==> src/rtl/cpu_pkg.sv <==
// ============================================================================
// Module   : cpu_pkg
// Purpose  : Shared widths and loader FSM state encoding.
//            Optional CHK state exists only with IMEM_LOADER_CHECKSUM_EN.
// Revision : 1.0 - initial release
// ============================================================================
`default_nettype none

package cpu_pkg;

    localparam int INSTR_W = 16;
    localparam int BYTE_W  = 8;
    localparam int ADDR_W  = 16;

    typedef enum logic [2:0] {
        ST_IDLE    = 3'd0,
        ST_LEN_HI  = 3'd1,
        ST_LEN_LO  = 3'd2,
        ST_DATA_HI = 3'd3,
        ST_DATA_LO = 3'd4,
        ST_DONE    = 3'd5,
        ST_ERROR   = 3'd6
`ifdef IMEM_LOADER_CHECKSUM_EN
        , ST_CHK   = 3'd7
`endif
    } loader_state_t;

    // States in which the loader consumes stream bytes.
    function automatic logic is_rx_state(input loader_state_t s);
        logic r;
        r = 1'b0;
        case (s)
            ST_LEN_HI, ST_LEN_LO, ST_DATA_HI, ST_DATA_LO: r = 1'b1;
`ifdef IMEM_LOADER_CHECKSUM_EN
            ST_CHK: r = 1'b1;
`endif
            default: r = 1'b0;
        endcase
        return r;
    endfunction

    function automatic logic is_rest_state(input loader_state_t s);
        return (s == ST_IDLE) || (s == ST_DONE) || (s == ST_ERROR);
    endfunction

endpackage

`default_nettype wire

==> src/rtl/byte_pair_assembler.sv <==
// ============================================================================
// Module   : byte_pair_assembler
// Purpose  : Pairs hi/lo stream bytes into a 16-bit word with a one-cycle
//            write strobe; keeps the payload XOR under IMEM_LOADER_CHECKSUM_EN.
// Revision : 1.0 - initial release
// ============================================================================
`default_nettype none

module byte_pair_assembler
    import cpu_pkg::*;
(
    input  logic               clk,
    input  logic               rst_n,
    input  logic               clr,
    input  logic               hi_we,
    input  logic               lo_we,
    input  logic [BYTE_W-1:0]  byte_in,
    output logic               wr_en,
    output logic [INSTR_W-1:0] wr_data
`ifdef IMEM_LOADER_CHECKSUM_EN
    ,
    output logic [BYTE_W-1:0]  csum
`endif
);

    logic [BYTE_W-1:0]  r_hi;
    logic               r_wr_en;
    logic [INSTR_W-1:0] r_wr_data;

    always_ff @(posedge clk or negedge rst_n) begin
        if (!rst_n) begin
            r_hi      <= '0;
            r_wr_en   <= 1'b0;
            r_wr_data <= '0;
        end else begin
            r_wr_en <= lo_we;
            if (clr) begin
                r_hi <= '0;
            end else if (hi_we) begin
                r_hi <= byte_in;
            end
            if (lo_we) begin
                r_wr_data <= {r_hi, byte_in};
            end
        end
    end

    assign wr_en   = r_wr_en;
    assign wr_data = r_wr_data;

`ifdef IMEM_LOADER_CHECKSUM_EN
    logic [BYTE_W-1:0] r_csum;

    // Length bytes never reach this block, so only payload is folded in.
    always_ff @(posedge clk or negedge rst_n) begin
        if (!rst_n) begin
            r_csum <= '0;
        end else if (clr) begin
            r_csum <= '0;
        end else if (hi_we || lo_we) begin
            r_csum <= r_csum ^ byte_in;
        end
    end

    assign csum = r_csum;
`endif

endmodule

`default_nettype wire

==> src/rtl/imem_loader.sv <==
// ============================================================================
// Module   : imem_loader
// Purpose  : Loads a length-prefixed big-endian 16-bit program from a byte
//            stream into the instruction store, holding the CPU meanwhile.
//            Optional trailing XOR checksum: IMEM_LOADER_CHECKSUM_EN.
// Revision : 1.0 - initial release
// ============================================================================
`default_nettype none

module imem_loader
    import cpu_pkg::*;
#(
    parameter int MEM_BYTES = 1024,
    parameter int BASE_ADDR = 0
) (
    input  logic               clk,
    input  logic               rst_n,
    input  logic               in_valid,
    input  logic [BYTE_W-1:0]  in_data,
    output logic               in_ready,
    input  logic               start,
    output logic               wr_en,
    output logic [ADDR_W-1:0]  wr_addr,
    output logic [INSTR_W-1:0] wr_data,
    output logic               cpu_hold,
    output logic               done,
    output logic               error,
    output logic [ADDR_W-1:0]  words_loaded
);

    localparam logic [ADDR_W-1:0] c_max_words = ADDR_W'(MEM_BYTES / 2);
    localparam logic [ADDR_W-1:0] c_base      = ADDR_W'(BASE_ADDR);

    loader_state_t      r_state;
    loader_state_t      w_state_nxt;
    logic [BYTE_W-1:0]  r_len_hi;
    logic [ADDR_W-1:0]  r_len;
    logic [ADDR_W-1:0]  r_words_loaded;
    logic [ADDR_W-1:0]  r_wr_addr;

    logic               w_xfer;
    logic               w_start_ok;
    logic               w_hi_we;
    logic               w_lo_we;
    logic               w_last;
    logic [ADDR_W-1:0]  w_len;
`ifdef IMEM_LOADER_CHECKSUM_EN
    logic [BYTE_W-1:0]  w_csum;
`endif

    assign in_ready   = is_rx_state(r_state);
    assign w_xfer     = in_valid && in_ready;
    assign w_start_ok = start && is_rest_state(r_state);
    assign w_hi_we    = w_xfer && (r_state == ST_DATA_HI);
    assign w_lo_we    = w_xfer && (r_state == ST_DATA_LO);
    assign w_len      = {r_len_hi, in_data};
    assign w_last     = (r_words_loaded + 16'd1) == r_len;

    always_comb begin
        w_state_nxt = r_state;
        case (r_state)
            ST_IDLE, ST_DONE, ST_ERROR: begin
                if (w_start_ok) w_state_nxt = ST_LEN_HI;
            end
            ST_LEN_HI: begin
                if (w_xfer) w_state_nxt = ST_LEN_LO;
            end
            ST_LEN_LO: begin
                if (w_xfer) begin
                    if (w_len == '0) begin
`ifdef IMEM_LOADER_CHECKSUM_EN
                        w_state_nxt = ST_CHK;
`else
                        w_state_nxt = ST_DONE;
`endif
                    end else if (w_len > c_max_words) begin
                        w_state_nxt = ST_ERROR;
                    end else begin
                        w_state_nxt = ST_DATA_HI;
                    end
                end
            end
            ST_DATA_HI: begin
                if (w_xfer) w_state_nxt = ST_DATA_LO;
            end
            ST_DATA_LO: begin
                if (w_xfer) begin
`ifdef IMEM_LOADER_CHECKSUM_EN
                    w_state_nxt = w_last ? ST_CHK : ST_DATA_HI;
`else
                    w_state_nxt = w_last ? ST_DONE : ST_DATA_HI;
`endif
                end
            end
`ifdef IMEM_LOADER_CHECKSUM_EN
            ST_CHK: begin
                if (w_xfer) w_state_nxt = (in_data == w_csum) ? ST_DONE : ST_ERROR;
            end
`endif
            default: w_state_nxt = ST_IDLE;
        endcase
    end

    always_ff @(posedge clk or negedge rst_n) begin
        if (!rst_n) begin
            r_state        <= ST_IDLE;
            r_len_hi       <= '0;
            r_len          <= '0;
            r_words_loaded <= '0;
            r_wr_addr      <= c_base;
        end else begin
            r_state <= w_state_nxt;
            if (w_start_ok) begin
                r_words_loaded <= '0;
                r_wr_addr      <= c_base;
            end
            if (w_xfer && (r_state == ST_LEN_HI)) r_len_hi <= in_data;
            if (w_xfer && (r_state == ST_LEN_LO)) r_len    <= w_len;
            // Address uses the pre-increment count so it lines up with wr_en.
            if (w_lo_we) begin
                r_wr_addr      <= c_base + {r_words_loaded[ADDR_W-2:0], 1'b0};
                r_words_loaded <= r_words_loaded + 16'd1;
            end
        end
    end

    byte_pair_assembler u_asm (
        .clk     (clk),
        .rst_n   (rst_n),
        .clr     (w_start_ok),
        .hi_we   (w_hi_we),
        .lo_we   (w_lo_we),
        .byte_in (in_data),
        .wr_en   (wr_en),
        .wr_data (wr_data)
`ifdef IMEM_LOADER_CHECKSUM_EN
        ,
        .csum    (w_csum)
`endif
    );

    assign wr_addr      = r_wr_addr;
    assign words_loaded = r_words_loaded;
    assign done         = (r_state == ST_DONE);
    assign error        = (r_state == ST_ERROR);
    assign cpu_hold     = !is_rest_state(r_state);

endmodule

`default_nettype wire

==> config.mk <==
export PLATFORM = sky130hd
export DESIGN_NAME = imem_loader
export DESIGN_NICKNAME = d
export VERILOG_FILES = /design/src/rtl/cpu_pkg.sv /design/src/rtl/byte_pair_assembler.sv /design/src/rtl/imem_loader.sv
export SDC_FILE = /design/constraint.sdc
export NUM_CORES = 1
export LEC_CHECK = 0
export ABC_CLOCK_PERIOD_IN_PS = 2630
export CAP_MARGIN = 10
export CORE_MARGIN = 10
export CORE_UTILIZATION = 55
export CTS_BUF_LIST = sky130_fd_sc_hd__clkbuf_4
export DETAILED_ROUTE_END_ITERATION = 10
export HOLD_SLACK_MARGIN = 0.06
export PLACE_DENSITY = 0.81
export SYNTH_ARGS = -nofsm -noshare
export SYNTH_HDL_FRONTEND = slang
export SYNTH_SLANG_ARGS = --single-unit
==> constraint.sdc <==
create_clock -name clk -period 2.63 [get_ports clk]
set_input_delay 0.3945 -clock clk [delete_from_list [all_inputs] [get_ports clk]]
set_output_delay 0.3945 -clock clk [all_outputs]
set_load 0.1 [all_outputs]
# Yosys cells after proc, flatten, opt, wreduce, memory -nomap -nowiden
# Cells that the tools add are included.
totals:
  ff_bits: 84
  latchBits: 0
  ramBits: 0
  romBits: 0
  out_inout_bits: 53
  wordCells: 53
  n_memories: 0
op_classes:
  n_addsub: 1
  multipliers: 0
  div: 0
  magnitude_cmp: 1
  n_eq_ne: 12
  shifts: 0
  mux: 15
  bitwise_logic: 0
  reduce_logical: 16
ops:
  columns: ["op", "count"]
  rows:
  - ["16-bit two-way mux", 3]
  - ["3-bit two-way mux", 8]
  - ["16-bit by 1-bit adder with 16-bit output, second input constant", 1]
  - ["16-bit equality test", 1]
  - ["16-bit by 10-bit greater-than comparator with 1-bit output, second input constant", 1]
  - ["16-bit zero test", 1]
  - ["8-bit two-way mux", 2]
  - ["3-bit one-hot mux with 5 select lines", 1]
  - ["3-bit equality test, second input constant", 3]
  - ["2-bit != test, second input constant", 4]
  - ["3-bit by 2-bit equality test with 1-bit output, second input constant", 2]
  - ["1-bit logical AND", 6]
  - ["5-bit AND reduction", 1]
  - ["2-bit nonzero test", 2]
  - ["4-bit OR reduction", 1]
  - ["3-bit by 1-bit equality test with 1-bit output, second input constant", 1]
  - ["3-bit zero test", 1]
  - ["3-bit OR reduction", 1]
  - ["1-bit logical OR", 2]
  - ["2-bit by 1-bit != test with 1-bit output, second input constant", 1]
  - ["1-bit zero test", 1]
  - ["1-bit two-way mux", 1]

# Longest topological paths before layout
# Gate-level depths: netlist of run 1.
logic_depth:
  depth_word: 7
  mapped_depth: 8
  ltp_nobuf: 7

# Cells and area by module
# From an unflattened synthesis of run 1, not the netlist that was laid out.
hier_totals:
  hier_cells: 380
  area_unflattened_um2: 4051.4
modules_own_cells:
  columns: ["mod", "instances", "cells_each", "area_each_um2"]
  rows:
  - ["imem_loader", 1, 319, 3057.9]
  - ["byte_pair_assembler", 1, 61, 993.5]

# Worst setup path before layout of run 1
# No wires, ideal clock.
synth_path:
  kind: "flip-flop to output port"
  start: "register r_state[0]"
  end: "output done"
  arrival_time_ns: 2.991
  t_required_ns: 2.236
  setup_slack_ns: -0.755
  stages_incl_launch_ff: 4
  cell_sequence: "dfrtp_1 > clkbuf_1 > inv_1 > nor3b_1"
synth_between:
  elab_chain_len: 1
synth_lines:
  columns: ["element", "line", "source"]
  rows:
  - ["start, declared", "imem_loader.sv:34", "loader_state_t r_state;"]
  - ["start signal, assigned", "imem_loader.sv:112", "r_state <= w_state_nxt;"]
  - ["3-bit equality test", "imem_loader.sv:144", "assign done = (r_state == ST_DONE);"]
  - ["end, declared", "imem_loader.sv:26", "output logic done,"]
# Every way passes these cells.

# Final worst setup path of run 1
layout_path:
  start: "register r_words_loaded[0] (netlist: words_loaded[0])"
  end: "register r_state[2]"
layout_between:
  elab_chain_len: 5
layout_lines:
  columns: ["element", "line", "source"]
  rows:
  - ["start, declared", "imem_loader.sv:38", "logic [ADDR_W-1:0] r_words_loaded;"]
  - ["start signal, assigned", "imem_loader.sv:122", "r_words_loaded <= r_words_loaded + 16'd1;"]
  - ["16-bit by 1-bit adder with 16-bit output", "imem_loader.sv:57", "assign w_last = (r_words_loaded + 16'd1) == r_len;"]
  - ["16-bit equality test", "imem_loader.sv:57", null]
  - ["3-bit two-way mux", "imem_loader.sv:91", "w_state_nxt = w_last ? ST_DONE : ST_DATA_HI;"]
  - ["3-bit two-way mux", "imem_loader.sv:87", "if (w_xfer) begin"]
  - ["3-bit one-hot mux with 5 select lines", "imem_loader.sv:61", "case (r_state)"]
# Every way passes these cells. The select of a mux whose other input is x is not followed.
# A chain may end at the register's enable or synchronous reset.

==> results by group, run 1 <==
Critical path
  • Highest cell delay on the worst timing path: 490 ps
  • Worst setup EP type: flip-flop
  • Critical path startpoint: words_loaded[0]$_DFFE_PN0P_
  • Top delay family on crit path: simple AND/OR/NAND/NOR gates
  • Number of logic stages on the critical path including buffering: 7
  • Cell with the biggest individual delay on the critical path: sky130_fd_sc_hd__dfrtp_2
  • Setup slack, reg-to-reg: around 220 ps
  • Count of cells along the worst register-to-register path: 7
  • Max Fanout on Critical Path: 10
  • Critical Setup Path Class: flip-flop to flip-flop
  • FF-to-FF Start: words_loaded[0]$_DFFE_PN0P_
  • Worst Setup Start Kind: flip-flop
  • Endpoint of the worst-slack reg-to-reg timing path: r_state[2]$_DFFE_PN0P_
  • Arrival @ worst endpoint: 2740 ps
  • Buffers & Inverters on Critical Path: 0
  • Cell-by-cell listing of the critical path: ha_2 -> nand4_1 -> nor4_4 -> mux2_1 -> mux2i_1 -> nor2_1 -> a41o_1
  • Required time at the endpoint of the critical path: roughly 3000 ps
  • Critical path endpoint: r_state[2]$_DFFE_PN0P_

Floorplan
  • Ports: 65
  • Initial core utilization: 57.5%
  • Die area: 11600 µm²
  • Placeable core area: ~7400 µm²
  • Chip height: between 100 and 150 µm
  • Number of rows in the core area: 31
  • Die X: about 110 µm

Outcome
  • Result of the run: complete, no violations

Detailed routing
  • Remaining number of nets flagged by the antenna check after routing: 0
  • DRT Wirelength: about 11000 µm
  • Vias per Instance: 5.77
  • Total number of vias: about 3600
  • Final routed wire length divided by cell count: ~17 µm
  • DR DRC count: 0
  • Iteration count of the initial detailed-routing pass: 4
  • Starting DRT DRC Count: roughly 110

Timing
  • Number of hold-slack violations in the final timing report: 0
  • Worst clock skew: about 22 ps
  • Max-slew violation count: 0
  • Final-report setup violation count: 0
  • Setup tns final: 0 ps
  • Worst slew margin relative to its limit: 33.0%
  • Max frequency: between 0.4 and 0.5 GHz
  • Pin slew with the least headroom to its limit: 1000 ps
  • Ratio of final minimum period to clock period: 91.5%
  • Post-route minimum period: 2410 ps
  • Unrepaired setup endpoints after global routing: no

Logic synthesis
  • Synth cell types: 63
  • Async set-reset flop share out of synthesis: between 90% and 100%
  • Number of cells produced by synthesis: 458
  • Mapped Area: 4240 µm²
  • Synth Flop Type: sky130_fd_sc_hd__dfrtp_1
  • Portion of the post-synthesis area used by sequential elements: 49.0%
  • Post-synthesis net count: ~470
  • #FFs+latches synth: 83
  • Avg Synthesized Cell Area: 9.26 µm²
  • Yosys warns: 0
  • Number of flops mapped to enable cells by yosys: 0

Finish
  • Final net count: 525
  • Most frequent cells in the layout: 114 x sky130_fd_sc_hd__nand2_1, 78 x sky130_fd_sc_hd__dfrtp_1, 61 x sky130_fd_sc_hd__buf_4, 45 x sky130_fd_sc_hd__o21ai_0, 28 x sky130_fd_sc_hd__nor2_1
  • Leading cell type in the layout, fill and taps excluded: sky130_fd_sc_hd__nand2_1
  • P&R area growth vs syn: 18.1%
  • Layout cells sized above 1: between 20% and 30%
  • Fillers: 622
  • Count of antenna diodes in the layout: 0

Power and ir drop
  • Switching power: between 2 and 3 mW
  • Comb pwr share: between 40 and 50%
  • Worst ir drop on vdd: around 0.77 mV
  • Ratio of total power to cell area: between 1000 and 1500 nW/µm²
  • Final Power: 5.16 mW
  • Switching portion of total power: 49.5%
  • Part of the power in registers: 38.1%
  • Clk pwr share: ~14%
  • Internal cell power: about 2.6 mW
  • Leakage: 2.24 nW

GRT
  • Initial antenna violation count: 0
  • Wire length of the first global-routing pass: ~18000 µm
  • Maximum number of pins on one net before global-route repair: 53
  • Overall overflow remaining after global route: 0
  • Vias in the first global route: 3479
  • Overall global routing resource usage: 18.7%

Place
  • Gp weighted congestion: a little over 0.9
  • Detailed Place HPWL: ~7500 µm
  • Port buffer count: 63

Clocking
  • Clock buffers created by TritonCTS: 9
  • # clock sinks: 83
  • Clock Tree Root: sky130_fd_sc_hd__clkbuf_4
  • Clock tree from TritonCTS: built
  • Skew-Pair Late Insertion Delay: 440 ps
  • Clock-pin slew reported for the worst setup and hold paths after clock tree synthesis: around 150 ps
  • Level count of the clock H-tree: 3
  • Deepest clock path buffer count: 2

Min path
  • Worst min-delay path category: primary input to async pin

Run
  • Maxcap violations: 0
-- area by class of cell --
cell class	count	area (µm²)	area share, %
Timing Repair Buffer	74	608	12.1
Tap cell	99	124	2.48
Multi-Input combinational cell	338	2030	40.6
Clock buffer	9	67.6	1.35
Clock inverter	7	66.3	1.32
Sequential cell	83	2080	41.6
Inverter	6	22.5	0.450
-- Yosys cell counts, types with 2 or more instances --
library cell | instances | share of area, %
sky130_fd_sc_hd__o211ai_1 | 4 | 0.71
sky130_fd_sc_hd__and3_1 | 3 | 0.44
sky130_fd_sc_hd__nor3b_1 | 3 | 0.53
sky130_fd_sc_hd__buf_2 | 9 | 1.1
sky130_fd_sc_hd__inv_1 | 5 | 0.44
sky130_fd_sc_hd__o21ai_0 | 45 | 5.3
sky130_fd_sc_hd__o311ai_0 | 3 | 0.62
sky130_fd_sc_hd__nor3_1 | 7 | 0.83
sky130_fd_sc_hd__nor2b_1 | 3 | 0.44
sky130_fd_sc_hd__nand4_1 | 4 | 0.59
sky130_fd_sc_hd__and4_1 | 2 | 0.41
sky130_fd_sc_hd__clkbuf_2 | 2 | 0.24
sky130_fd_sc_hd__nand3_1 | 7 | 0.83
sky130_fd_sc_hd__nor2_1 | 28 | 2.5
sky130_fd_sc_hd__xnor2_1 | 10 | 2.1
sky130_fd_sc_hd__nor4_1 | 4 | 0.59
sky130_fd_sc_hd__dfrtp_1 | 83 | 49
sky130_fd_sc_hd__o41ai_1 | 2 | 0.41
sky130_fd_sc_hd__mux2i_1 | 2 | 0.47
sky130_fd_sc_hd__nand2_1 | 114 | 10
sky130_fd_sc_hd__mux2_2 | 24 | 6.4
sky130_fd_sc_hd__a21oi_1 | 19 | 2.2
sky130_fd_sc_hd__xor2_1 | 7 | 1.4
sky130_fd_sc_hd__clkbuf_1 | 17 | 1.5
sky130_fd_sc_hd__buf_4 | 2 | 0.35
sky130_fd_sc_hd__nor4_4 | 2 | 1.0
sky130_fd_sc_hd__o31ai_1 | 8 | 1.4
sky130_fd_sc_hd__and2_1 | 2 | 0.30
sky130_fd_sc_hd__o311a_1 | 2 | 0.47
sky130_fd_sc_hd__nor4_2 | 2 | 0.59
-- state kept, by name, indices dropped and copies added, names as in the netlist --
name	count
words_loaded	16
u_asm.wr_data	16
r_state	3
wr_addr	15
u_asm.wr_en	1
r_len	16
u_asm.r_hi	8
r_len_hi	8
-- kinds of logic (layout without fill, tap and decap cells) --
kind of cell | count (synthesis) | in the layout | share of synthesized area, %
compound gates | 99 | 99 | 14.5
xor+xnor | 17 | 17 | 3.51
fa+ha+maj | 1 | 1 | 0.295
buf+inv | 37 | 96 | 3.78
flops | 83 | 83 | 49.0
mux | 27 | 27 | 7.11
other cells | 1 | 1 | 0.0885
simple gates | 193 | 193 | 21.7
-- worst min path at each step --
stage,start,endpoint,slack (ps),depth (start not counted)
after floorplan,rst_n,r_len[0]$_DFFE_PN0P_,100,0
after global placement,rst_n,wr_addr[5]$_DFFE_PN0P_,370,1
after detailed placement,rst_n,wr_addr[5]$_DFFE_PN0P_,370,1
after CTS,rst_n,wr_addr[9]$_DFFE_PN0P_,420,2
after global routing,rst_n,words_loaded[6]$_DFFE_PN0P_,460,2
final,rst_n,wr_addr[9]$_DFFE_PN0P_,430,2
-- power groups by stage --
| stage | clock network, mW | logic (mW) | registers, mW |
|---|---|---|---|
| 3_3_place_gp | 0 | 2.43 | 1.97 |
| 5_1_grt | 0.785 | 2.63 | 2.01 |
| 6_report | 0.725 | 2.46 | 1.97 |
| 3_5_place_dp | 0 | 2.48 | 1.98 |
| 4_1_cts | 0.734 | 2.48 | 1.96 |
| 2_1_floorplan | 0 | 1.29 | 2.54 |
-- timing repair --
item / in CTS / in global routing
hold buffers: 1 / 0
setup endpoints to repair: 0 / 2
setup buffers: 0 / 1
gates resized for setup: 0 / 1
endpoints found under the hold margin: 31 / 0
-- routing by layer --
metal	up-vias	share of wire (%)	global-route usage, %
li1	1703	-	-
met4	0	0.96	5.73
met2	120	48	30.8
met1	1722	44	23.6
met3	10	6.3	4.37
met5	-	0	0
-- through the flow --
stage               area, µm²  hold WS, ps  cells  utilization [%]  setup slack, ps
finish                   5000          431    616             67.9              223
global route             5000          461    616             67.9             52.5
CTS                      4990          421    615             67.8             88.2
detailed placement       4850          367    598             65.8              113
global placement         4850          368    598             65.8              245
floorplan                4270         98.9    458                -            -12.8
Power figures use the tool's default switching activity.
==> run 2: changes to the inputs <==
--- a/config.mk
+++ b/config.mk
@@ -8,11 +8,11 @@
 export ABC_CLOCK_PERIOD_IN_PS = 2630
 export CAP_MARGIN = 10
 export CORE_MARGIN = 10
-export CORE_UTILIZATION = 55
+export CORE_UTILIZATION = 56
 export CTS_BUF_LIST = sky130_fd_sc_hd__clkbuf_4
 export DETAILED_ROUTE_END_ITERATION = 10
 export HOLD_SLACK_MARGIN = 0.06
-export PLACE_DENSITY = 0.81
+export PLACE_DENSITY = 0.82
 export SYNTH_ARGS = -nofsm -noshare
 export SYNTH_HDL_FRONTEND = slang
 export SYNTH_SLANG_ARGS = --single-unit
==> results by group, run 2 (synthesis results as in run 1) <==
Timing
  • Worst clock skew: 26.0 ps (+3.93 ps)
  • Max-slew violation count: 0 (unchanged)
  • Final-report setup violation count: 0 (unchanged)
  • Post-route minimum period: 2410 ps (+8.13 ps)
  • Unrepaired setup endpoints after global routing: no
  • Worst slew margin relative to its limit: 52.4% (+19 points)
  • Pin slew with the least headroom to its limit: 709 ps (-292 ps)
  • Max frequency: 0.414 GHz (-0.34%)
  • Ratio of final minimum period to clock period: 91.8% (+0.31 points)
  • Worst setup margin: 215 ps (-8.13 ps)
  • Post-Route Hold Slack: 471 ps (+40.1 ps)
  • Setup tns final: 0 ps (unchanged)
  • Number of hold-slack violations in the final timing report: 0 (unchanged)

Critical path
  • Required time at the endpoint of the critical path: 3000 ps (+40 ps)
  • Worst setup EP type: flip-flop
  • Buffers & Inverters on Critical Path: 0 (unchanged)
  • Worst Setup Start Kind: flip-flop
  • Cell-by-cell listing of the critical path: ha_1 -> nand4_1 -> nor4_4 -> mux2_1 -> mux2i_1 -> nor2_1 -> a41o_1
  • FF-to-FF Start: words_loaded[0]$_DFFE_PN0P_
  • Cell with the biggest individual delay on the critical path: sky130_fd_sc_hd__dfrtp_2
  • Highest cell delay on the worst timing path: 500 ps (about the same)
  • Critical Setup Path Class: flip-flop to flip-flop
  • Max Fanout on Critical Path: 10 (unchanged)
  • Top delay family on crit path: simple AND/OR/NAND/NOR gates
  • Critical path startpoint: words_loaded[0]$_DFFE_PN0P_
  • Arrival @ worst endpoint: 2780 ps (+40 ps)

Clocking
  • Clock buffers created by TritonCTS: 9 (unchanged)
  • Clock Tree Root: sky130_fd_sc_hd__clkbuf_4
  • Level count of the clock H-tree: 3 (unchanged)
  • # clock sinks: 83 (unchanged)
  • Clock-pin slew reported for the worst setup and hold paths after clock tree synthesis: 150 ps (about the same)
  • Deepest clock path buffer count: 2 (unchanged)
  • Skew-Pair Late Insertion Delay: 460 ps (+20 ps)
  • Clock tree from TritonCTS: built

Finish
  • Leading cell type in the layout, fill and taps excluded: sky130_fd_sc_hd__nand2_1
  • Most frequent cells in the layout: 114 x sky130_fd_sc_hd__nand2_1, 78 x sky130_fd_sc_hd__dfrtp_1, 61 x sky130_fd_sc_hd__buf_4, 45 x sky130_fd_sc_hd__o21ai_0, 27 x sky130_fd_sc_hd__nor2_1
  • Layout cells sized above 1: 25.3% (unchanged)
  • Final net count: 525 (unchanged)
  • Final design utilization: 68.5% (+0.62 points)
  • Count of antenna diodes in the layout: 0 (unchanged)
  • Area taken by flip-flops and latches: 2080 µm² (unchanged)
  • P&R area growth vs syn: 17.9%
  • Post-route insts no fill: 616 (unchanged)
  • Final non-filler cell area: 5000 µm² (-0.15%)
  • Fillers: 604 (-2.9%)
  • Multi-input logic area: 2030 µm² (unchanged)

Place
  • Gp weighted congestion: 0.857 (-6.1%)
  • Instance count after placement with tap cells included: 599 (+0.17%)
  • Detailed Place HPWL: 7660 µm (+1.8%)
  • Port buffer count: 63 (unchanged)
  • Setup slack at placement: 217 ps (+103 ps)
  • Post-placement cell area: 4860 µm² (+0.15%)

Min path
  • Worst min-delay path category: primary input to async pin

Floorplan
  • Die area: 11500 µm² (-1.5%)
  • Number of rows in the core area: 31 (unchanged)
  • Ports: 65 (unchanged)
  • Initial core utilization: 58.1% (+0.61 points)
  • Chip height: 107 µm (-0.73%)
  • Die X: 107 µm (-0.73%)
  • Placeable core area: 7290 µm² (-1.1%)

Detailed routing
  • Starting DRT DRC Count: 123 (+7.9%)
  • Iteration count of the initial detailed-routing pass: 5 (+1)
  • Vias per Instance: 5.85 (+1.4%)
  • Total number of vias: 3604 (+1.4%)
  • Final routed wire length divided by cell count: 17.7 µm (+3.4%)
  • DRT Wirelength: 10900 µm (+3.4%)
  • Remaining number of nets flagged by the antenna check after routing: 0 (unchanged)
  • DR DRC count: 0 (unchanged)

Power and ir drop
  • Internal cell power: 2.59 mW (-0.30%)
  • Leakage: 2.24 nW (+0.22%)
  • Comb pwr share: 48.0% (+0.2 points)
  • Switching power: 2.56 mW (+0.26%)
  • Clk pwr share: 13.7% (-0.4 points)
  • Switching portion of total power: 49.7% (+0.14 points)
  • Worst ir drop on vdd: 0.829 mV (+8.1%)
  • Ratio of total power to cell area: 1030 nW/µm² (+0.13%)
  • Part of the power in registers: 38.3% (+0.2 points)
  • Final Power: 5.15 mW (about the same)

GRT
  • Initial antenna violation count: 0 (unchanged)
  • Overall global routing resource usage: 19.7% (+1.0 points)
  • Overall overflow remaining after global route: 0 (unchanged)
  • Maximum number of pins on one net before global-route repair: 84 (+58%)
  • Wire length of the first global-routing pass: 18200 µm (+3.0%)
  • Vias in the first global route: 3578 (+2.8%)

Outcome
  • Result of the run: complete, no violations

Run
  • Maxcap violations: 0 (unchanged)
-- run 2: final timing paths --
path                                            endpoint  slack, ps  cells after the start
max in group asynchronous    words_loaded[8]$_DFFE_PN0P_       1800                      3
min reg2reg                u_asm.wr_data[12]$_DFFE_PN0P_        490                      2
min in group clk           u_asm.wr_data[12]$_DFFE_PN0P_        490                      2
max                               r_state[2]$_DFFE_PN0P_        220                      7
min                               wr_addr[4]$_DFFE_PN0P_        470                      3
max reg2reg                       r_state[2]$_DFFE_PN0P_        220                      7
-- run 2: power by group through the flow --
stage | combinational, mW | sequential, mW | clock [mW]
2_1_floorplan | 1.29 | 2.54 | 0
3_3_place_gp | 2.43 | 1.97 | 0
3_5_place_dp | 2.49 | 1.99 | 0
4_1_cts | 2.49 | 1.96 | 0.719
5_1_grt | 2.64 | 2.02 | 0.774
6_report | 2.47 | 1.97 | 0.707
-- run 2: layout make-up --
class                   instances  area share [%]
clock buffers                   9            1.35
flip-flops and latches         83            41.7
multi-input cells             338            40.7
well taps                      99            2.48
clock inverters                 7            1.18
repair buffers                 74            12.2
inverters                       6           0.451
-- run 2: worst reg2reg max path: stages, from the launching register on --
cell and delay (ps):
sky130_fd_sc_hd__dfrtp_2 500, sky130_fd_sc_hd__ha_1 370, sky130_fd_sc_hd__nand4_1 240, sky130_fd_sc_hd__nor4_4 380, sky130_fd_sc_hd__mux2_1 370, sky130_fd_sc_hd__mux2i_1 180, sky130_fd_sc_hd__nor2_1 60, sky130_fd_sc_hd__a41o_1 220
-- run 2: routing by layer --
metal  vias up  routed length (µm)  track usage (%)  share of wire (%)
met4         0                 130             6.48                1.2
met3        10                 659             5.03                6.0
met1      1795                4830             24.8                 44
li1       1701                   -                -                  -
met2        98                5310             32.4                 49
met5         -                   0                0                  0
-- run 2: what timing repair did --
action                                  CTS  global route
hold endpoints to repair                 83             0
endpoints found under the setup margin    0             5
buffers inserted                          0             0
resized for setup                         0             1
hold buffers                              1             0
